--- src/rtl/fir_pkg.sv ---
// Shared FIR datapath types and defaults.
// Used by the filter and its downstream stages.
package fir_pkg;
   localparam int DATA_W_DEFAULT = 16;
   typedef logic signed [DATA_W_DEFAULT-1:0] sample_t;
endpackage

--- src/rtl/sample_fifo.sv ---
// Synchronous first-word-fall-through FIFO.
// Level-based full/empty; push while full only lands alongside a pop.
module sample_fifo #(
   parameter int WIDTH = 16,
   parameter int DEPTH = 8,
   localparam int AW = $clog2(DEPTH)
) (
   input  logic             clk,
   input  logic             rst_n,
   input  logic             push,
   input  logic             pop,
   input  logic [WIDTH-1:0] din,
   output logic [WIDTH-1:0] dout,
   output logic [AW:0]      level,
   output logic             full,
   output logic             empty
);

   logic [WIDTH-1:0] mem [DEPTH];
   logic [AW-1:0]    wr_ptr;
   logic [AW-1:0]    rd_ptr;
   logic             do_push;
   logic             do_pop;

   assign full    = (level == (AW+1)'(DEPTH));
   assign empty   = (level == '0);
   assign do_pop  = pop & ~empty;
   assign do_push = push & (~full | do_pop);
   assign dout    = mem[rd_ptr];

   always_ff @(posedge clk or negedge rst_n) begin
      if (!rst_n) begin
         for (int i = 0; i < DEPTH; i++) mem[i] <= '0;
         wr_ptr <= '0;
         rd_ptr <= '0;
         level  <= '0;
      end else begin
         if (do_push) begin
            mem[wr_ptr] <= din;
            wr_ptr      <= wr_ptr + 1'b1;
         end
         if (do_pop) rd_ptr <= rd_ptr + 1'b1;
         unique case (1'b1)
            do_push & ~do_pop: level <= level + 1'b1;
            do_pop & ~do_push: level <= level - 1'b1;
            default:           level <= level;
         endcase
      end
   end

endmodule

--- src/rtl/fir_decim_fifo.sv ---
// FIR output stage: keep every DECIM-th sample, buffer, stream out.
// Kept samples arriving while full are dropped and flagged sticky.
module fir_decim_fifo
   import fir_pkg::*;
#(
   parameter int DATA_W = DATA_W_DEFAULT,
   parameter int DECIM  = 4,
   parameter int DEPTH  = 8,
   localparam int LW = $clog2(DEPTH) + 1
) (
   input  logic                     clk,
   input  logic                     rst_n,
   input  logic                     in_valid,
   input  logic signed [DATA_W-1:0] in_data,
   input  logic                     phase_clr,
   output logic                     out_valid,
   input  logic                     out_ready,
   output logic signed [DATA_W-1:0] out_data,
   output logic [LW-1:0]            level,
   output logic                     overflow,
   input  logic                     clr_ovf
);

   localparam int PW = (DECIM > 1) ? $clog2(DECIM) : 1;
   localparam logic [PW-1:0] LAST = PW'(DECIM - 1);

   logic [PW-1:0] phase;
   logic [PW-1:0] eff;
   logic          keep;
   logic          pop;
   logic          full;
   logic          empty;
   logic          drop;

   assign eff       = phase_clr ? '0 : phase;
   assign keep      = in_valid & (eff == '0);
   assign out_valid = ~empty;
   assign pop       = out_valid & out_ready;
   assign drop      = keep & full & ~pop;

   always_ff @(posedge clk or negedge rst_n) begin
      if (!rst_n) begin
         phase    <= '0;
         overflow <= 1'b0;
      end else begin
         if (in_valid)
            phase <= (eff == LAST) ? '0 : eff + 1'b1;
         else if (phase_clr)
            phase <= '0;
         // a drop in the clearing cycle must stay visible
         if (drop)
            overflow <= 1'b1;
         else if (clr_ovf)
            overflow <= 1'b0;
      end
   end

   sample_fifo #(
      .WIDTH (DATA_W),
      .DEPTH (DEPTH)
   ) u_fifo (
      .clk   (clk),
      .rst_n (rst_n),
      .push  (keep),
      .pop   (pop),
      .din   (in_data),
      .dout  (out_data),
      .level (level),
      .full  (full),
      .empty (empty)
   );

endmodule
--- config.mk ---
export PLATFORM = sky130hd
export DESIGN_NAME = fir_decim_fifo
export DESIGN_NICKNAME = d
export VERILOG_FILES = /design/src/rtl/fir_pkg.sv /design/src/rtl/sample_fifo.sv /design/src/rtl/fir_decim_fifo.sv
export SDC_FILE = /design/constraint.sdc
export NUM_CORES = 1
export LEC_CHECK = 0
export ABC_AREA = 1
export CORE_UTILIZATION = 53
export CTS_CLUSTER_DIAMETER = 120
export DETAILED_ROUTE_END_ITERATION = 7
export PLACE_DENSITY = 0.76
export SYNTH_ARGS = -nofsm -noshare
export SYNTH_HDL_FRONTEND = slang
export SYNTH_SLANG_ARGS = --single-unit
--- constraint.sdc ---
create_clock -name clk -period 1.8 [get_ports clk]
set_clock_uncertainty 0.1 [all_clocks]
set_input_delay 0.18 -clock clk [delete_from_list [all_inputs] [get_ports clk]]
set_output_delay 0.18 -clock clk [all_outputs]
set_load 0.01 [all_outputs]
# [Word-level counts from Yosys, hierarchy flattened]
# Index checks and enable logic that the tools add are counted.
[word_totals] ff_bits=141 output_inout_bits=22 in_bits=22 wordCells=56
[op_classes] add_sub_neg=5 reduce_logical=5 n_mux=12 n_lt_le_gt_ge=3 bitwise=16 n_eq_ne=2
[op_table] cell="128-bit bitwise mux" n=1
[op_table] cell="16-bit binary-select mux with 3-bit select" n=1
[op_table] cell="16-bit demux with 3-bit select" n=1
[op_table] cell="16-bit 2-to-1 mux" n=3
[op_table] cell="1-bit AND" n=8
[op_table] cell="4-bit greater-or-equal comparator, second input constant" n=2
[op_table] cell="3-bit inverter with 4-bit output" n=2
[op_table] cell="4-bit case mux with 2 select lines" n=1
[op_table] cell="3-bit by 1-bit adder with 3-bit output, second input constant" n=2
[op_table] cell="2-bit 2-to-1 mux" n=3
[op_table] cell="1-bit inverter" n=5
[op_table] cell="4-bit by 1-bit adder with 4-bit output, second input constant" n=1
[op_table] cell="4-bit equality test, second input constant" n=1
[op_table] cell="4-bit zero test" n=1
[op_table] cell="4-bit by 1-bit less-than comparator with 1-bit output, second input constant" n=1
[op_table] cell="2-bit nonzero test" n=2
[op_table] cell="4-bit by 1-bit subtractor with 4-bit output, second input constant" n=1
[op_table] cell="2-bit by 1-bit adder with 2-bit output, second input constant" n=1
[op_table] cell="2-bit equality test, second input constant" n=1
[op_table] cell="2-bit zero test" n=1
[op_table] cell="1-bit 2-to-1 mux" n=2
[op_table] cell="1-bit logical AND" n=1
[op_table] cell="1-bit bitwise OR" n=1

# [Depth between registers and ports, before layout]
[depth] ltp_word=9 mapped_depth=15 depth_no_buf=15

# [Hierarchy]
# From an unflattened synthesis, not the netlist that was laid out.
[unflattened] hier_cells=988 hier_area_um2=7587.3
[by_module_without_submodules] module="sample_fifo" seq_area_each_um2=3453.3 area_per_inst_um2=7423.4 instances=1 cells_each=965
[by_module_without_submodules] module="fir_decim_fifo" seq_area_each_um2=75.1 area_per_inst_um2=163.9 instances=1 cells_each=23

# [Worst setup path after synthesis]
# No wires, ideal clock.
[synth_timing] path_kind="register -> register" from="reg u_fifo.level[0]" to="reg u_fifo.level[2]" setup_ns=0.129 stages_incl_launch_ff=12 t_arrival_ns=1.808 path_buffers=0 period_less_slack_ns=2.037 path_slack_ns=-0.237 required_ns=1.571 path_cell_list="dfrtp_1 nor2_1 nand2_1 nand2_1 inv_1 ha_1 nor2_1 nor2_1 ha_1 a21oi_1 xor2_1 o21ai_0"
[synth_between] elab_chain_cells=9 elab_cells_between_ends=16 cone_classes="2 x add/sub; 1 x eq/ne; 1 x mux; 10 x bitwise; 2 x reduce/logical"
[synth_lines] item="start: declaration" line="sample_fifo.sv:14" rtl="output logic [AW:0] level,"
[synth_lines] item="start signal: assignment" line="sample_fifo.sv:44" rtl="do_push & ~do_pop: level <= level + 1'b1;"
[synth_lines] item="start signal: assignment" line="sample_fifo.sv:45" rtl="do_pop & ~do_push: level <= level - 1'b1;"
[synth_lines] item="start signal: assignment" line="sample_fifo.sv:46" rtl="default: level <= level;"
[synth_lines] item="4-bit zero test *" line="sample_fifo.sv:26" rtl="assign empty = (level == '0);"
[synth_lines] item="1-bit inverter *" line="fir_decim_fifo.sv:37" rtl="assign out_valid = ~empty;"
[synth_lines] item="net out_valid" line="fir_decim_fifo.sv:16" rtl="output logic out_valid,"
[synth_lines] item="1-bit AND" line="fir_decim_fifo.sv:38" rtl="assign pop = out_valid & out_ready;"
[synth_lines] item="1-bit AND *" line="sample_fifo.sv:27" rtl="assign do_pop = pop & ~empty;"
[synth_lines] item="net u_fifo.do_pop" line="sample_fifo.sv:23" rtl="logic do_pop;"
[synth_lines] item="1-bit bitwise OR" line="sample_fifo.sv:28" rtl="assign do_push = push & (~full | do_pop);"
[synth_lines] item="1-bit AND" line="sample_fifo.sv:28"
[synth_lines] item="1-bit inverter" line="sample_fifo.sv:45"
[synth_lines] item="1-bit AND" line="sample_fifo.sv:45"
[synth_lines] item="4-bit case mux with 2 select lines / 2-bit nonzero test (equally long branches)"
# The timed path passes the listed nets; every way through them passes the cells marked *.
# A chain may end at the register's enable or synchronous reset.

# [Final worst setup path]
[layout_timing] from="reg u_fifo.rd_ptr[0]" to="out out_data[5]"
[layout_between] elab_chain_cells=4
[layout_lines] item="start: declaration" line="sample_fifo.sv:21" rtl="logic [AW-1:0] rd_ptr;"
[layout_lines] item="start signal: assignment" line="sample_fifo.sv:42" rtl="if (do_pop) rd_ptr <= rd_ptr + 1'b1;"
[layout_lines] item="3-bit inverter with 4-bit output (not written as such)" line="sample_fifo.sv:29" rtl="assign dout = mem[rd_ptr];"
[layout_lines] item="16-bit binary-select mux with 3-bit select" line="sample_fifo.sv:29"
[layout_lines] item="16-bit 2-to-1 mux (not written as such) (2 in a row)" line="sample_fifo.sv:29"
[layout_lines] item="end: declaration" line="fir_decim_fifo.sv:18" rtl="output logic signed [DATA_W-1:0] out_data,"
# Every way passes these cells. The select of a mux whose other input is x is not followed.

==> run summary <==
Status - complete, but fails checks
Violated checks - setup timing
M1 GR Usage - 0.366
ANT nets after route - 0
Slowest cell on the critical path - dfrtp_2
Gp weighted congestion - 0.783
Worst setup path class - reg2out
Die area - 13100 µm²
Diodes inserted - 0
Routed via count - 6093
Hold Crit Class - in2async
Seq/Total Area, Yosys - 0.526
Fmax - 0.460 GHz
Worst path cell trace - buf_12 -> buf_8 -> buf_16 -> nor2_4 -> nor2_1 -> o21ai_1 -> o21ai_1 -> nand2_1 -> nand2_1 -> buf_2
Crit path time final - 2.17 ns
Worst setup EP type - primary output
Area leader, netlist - dfrtp_1
Post-synthesis cell area - 6710 µm²
Buffers on Ports - 43
GRT busiest layer - met2
Worst-margin pin slew - 0.523 ns
Clock slew seen by the registers of the worst setup and hold paths - 0.06 ns
CP arrival - 1.89 ns
Vias in the first global route - 6235
RSZ-0062 raised after global routing - true
Synth top area cells - dfrtp_1 (53%), nand2_1 (11%), o21ai_0 (8.0%)
Initial antenna violation count - 0
Leakage power - 0.00423 µW
Cts bufs inserted - 17
CP max FO - 6
First-pass GRT wire length - 30700 µm
Fin crit share - 1.21
Gr ovfl total - 0
GR Layer Usage met3 - 0.0778
Netlist cell types - 23
Die X-Extent - 115 µm
Setup crit start kind - flip-flop
Largest stage delay, worst path - 0.45 ns
Largest net degree at the start of global routing - 46
#FFs+latches synth - 141
Placed wire-length estimate - 9820 µm
Die height - 115 µm
IO Count - 44
Final WL - 20200 µm
Rows - 40
Layout Utilization - 0.748
DR DRC count - 0
Area grow syn2layout - 35.6%
Setup WS post-layout - -0.373 ns
Min Hold Slack - 0.119 ns
Critical path data required time - 1.52 ns
Commonest non-fill, non-tap cells in the layout - nand2_1 (185), o21ai_1 (155), dfrtp_1 (136)
H-tree depth - 4
GRT Overall Usage - 0.312
Worst skew pair latency - 0.42 ns
Leading cell type in the layout, fill and taps excluded - nand2_1
Peak supply drop - 1.23 mV
Max-slew headroom - 0.651
Max clock buf depth - 2
CTS root buf - clkbuf_16
Final Max Slew Viols - 0
Power Density - 2060 nW/µm²
Syn nets - 819
Clock sink count - 141
Vias per std cell - 5.74
Yosys warning count - 0
Mean Syn Cell Area - 8.48 µm²
Starting density of the core - 0.552
Hold Fails Final Rpt - 0
Syn Inst Count - 791
Setup violators final - 23
Drt wl/cell - 19.0 µm
Initial DRC Count - 631
Top cell type's share of synthesized area - 0.526
TritonRoute pass-1 iters - 5
Final nets - 909
# fillers - 818
Max Cap Violations - 0
Multi-input logic area - 3180 µm²
Met2 Track Usage GR - 0.533
CTS tree - done
Core Region - 12200 µm²
Share of layout cells above drive strength 1 - 0.281
Register area - 3530 µm²
what timing repair did:
action / 4_1_cts / 5_1_grt
gates resized for setup: 237 / 68
pin swaps: 44 / 33
buffers inserted: 29 / 8
hold endpoints to repair: 141 / 0
cloned: 6 / 4
setup endpoints to repair: 124 / 126
hold buffers: 1 / 0
area by class of cell:
cell class / count / share of cell area
clock buffer: 20 / 0.0491
inverter: 31 / 0.0144
tap: 168 / 0.0231
timing repair buffer: 117 / 0.151
timing repair inverter: 1 / 0.000963
clock inverter: 11 / 0.0238
sequential: 141 / 0.389
multi-input combinational: 572 / 0.349
worst max-delay path: cells and delay by family, from the launching register on:
kind,cells,cell delay [ns]
buf+inv,4,0.57
flops,1,0.45
compound gates,2,0.20
simple gates,4,0.25
path summary, 6_finish.rpt:
path,from,end,slack (ns),cells past startpoint
worst max-delay path,u_fifo.rd_ptr[0]$_DFFE_PN0P_,out_data[5],-0.37,10
worst min-delay path,rst_n,u_fifo.mem[100]$_DFFE_PN0P_,0.12,2
worst max register to register,phase[1]$_DFF_PN0_,u_fifo.level[2]$_DFFE_PN0P_,-0.13,13
worst min register to register,u_fifo.mem[36]$_DFFE_PN0P_,u_fifo.mem[36]$_DFFE_PN0P_,0.39,2
max in group asynchronous,rst_n,u_fifo.mem[25]$_DFFE_PN0P_,0.85,3
min in group clk,clr_ovf,overflow$_DFFE_PN0P_,0.25,2
sequential cells by signal, indices dropped and copies added, names as in the netlist:
register,cells
u_fifo.wr_ptr,3
u_fifo.level,4
overflow,1
u_fifo.rd_ptr,3
phase,2
u_fifo.mem,128
power by group:
part | switching (µW) | internal [µW]
Clock | 1340 | 2630
Combinational | 5010 | 4060
Sequential | 1090 | 4590
Total | 7450 | 11300
synthesized netlist by cell type:
master,n
nor2_1,109
dfrtp_1,141
buf_6,21
buf_2,12
inv_1,29
a21oi_1,1
nand2_8,2
o21ai_0,107
inv_4,1
o21ai_2,21
buf_1,3
nand2_1,205
nand3_1,3
ha_1,6
o22ai_1,1
nand2_4,6
clkinv_1,1
xor2_1,5
clkbuf_1,12
nand3_2,1
o21ai_1,100
buf_12,1
xnor2_1,3
logic make-up (layout without fill, tap and decap cells):
family          Yosys count  after routing  share of synthesized area
buf+inv                  80            180                     0.0733
simple gates            326            328                      0.195
compound gates          230            230                      0.184
fa+ha+maj                 6              6                     0.0112
flops                   141            141                      0.526
xor+xnor                  8              8                     0.0104
per-layer routing:
layer | vias up | wire, µm
met5 | - | 0
met4 | 0 | 688
met3 | 68 | 1440
met2 | 291 | 10100
met1 | 2965 | 7980
li1 | 2769 | -
metrics by stage:
step           area (µm²)  cells  setup TNS, ns  setup slack (ns)  power, µW
2_1_floorplan        6750    791        -0.0502           -0.0502       9580
3_3_place_gp         7430    988         -44.46            -0.379      11800
3_5_place_dp         7430    988         -49.52            -0.476      12100
4_1_cts              8760   1054          -4.66            -0.323      17800
5_1_grt              9090   1061          -7.72            -0.460      19800
6_report             9090   1061          -5.48            -0.373      18700
(Power assumes the default switching activity.)
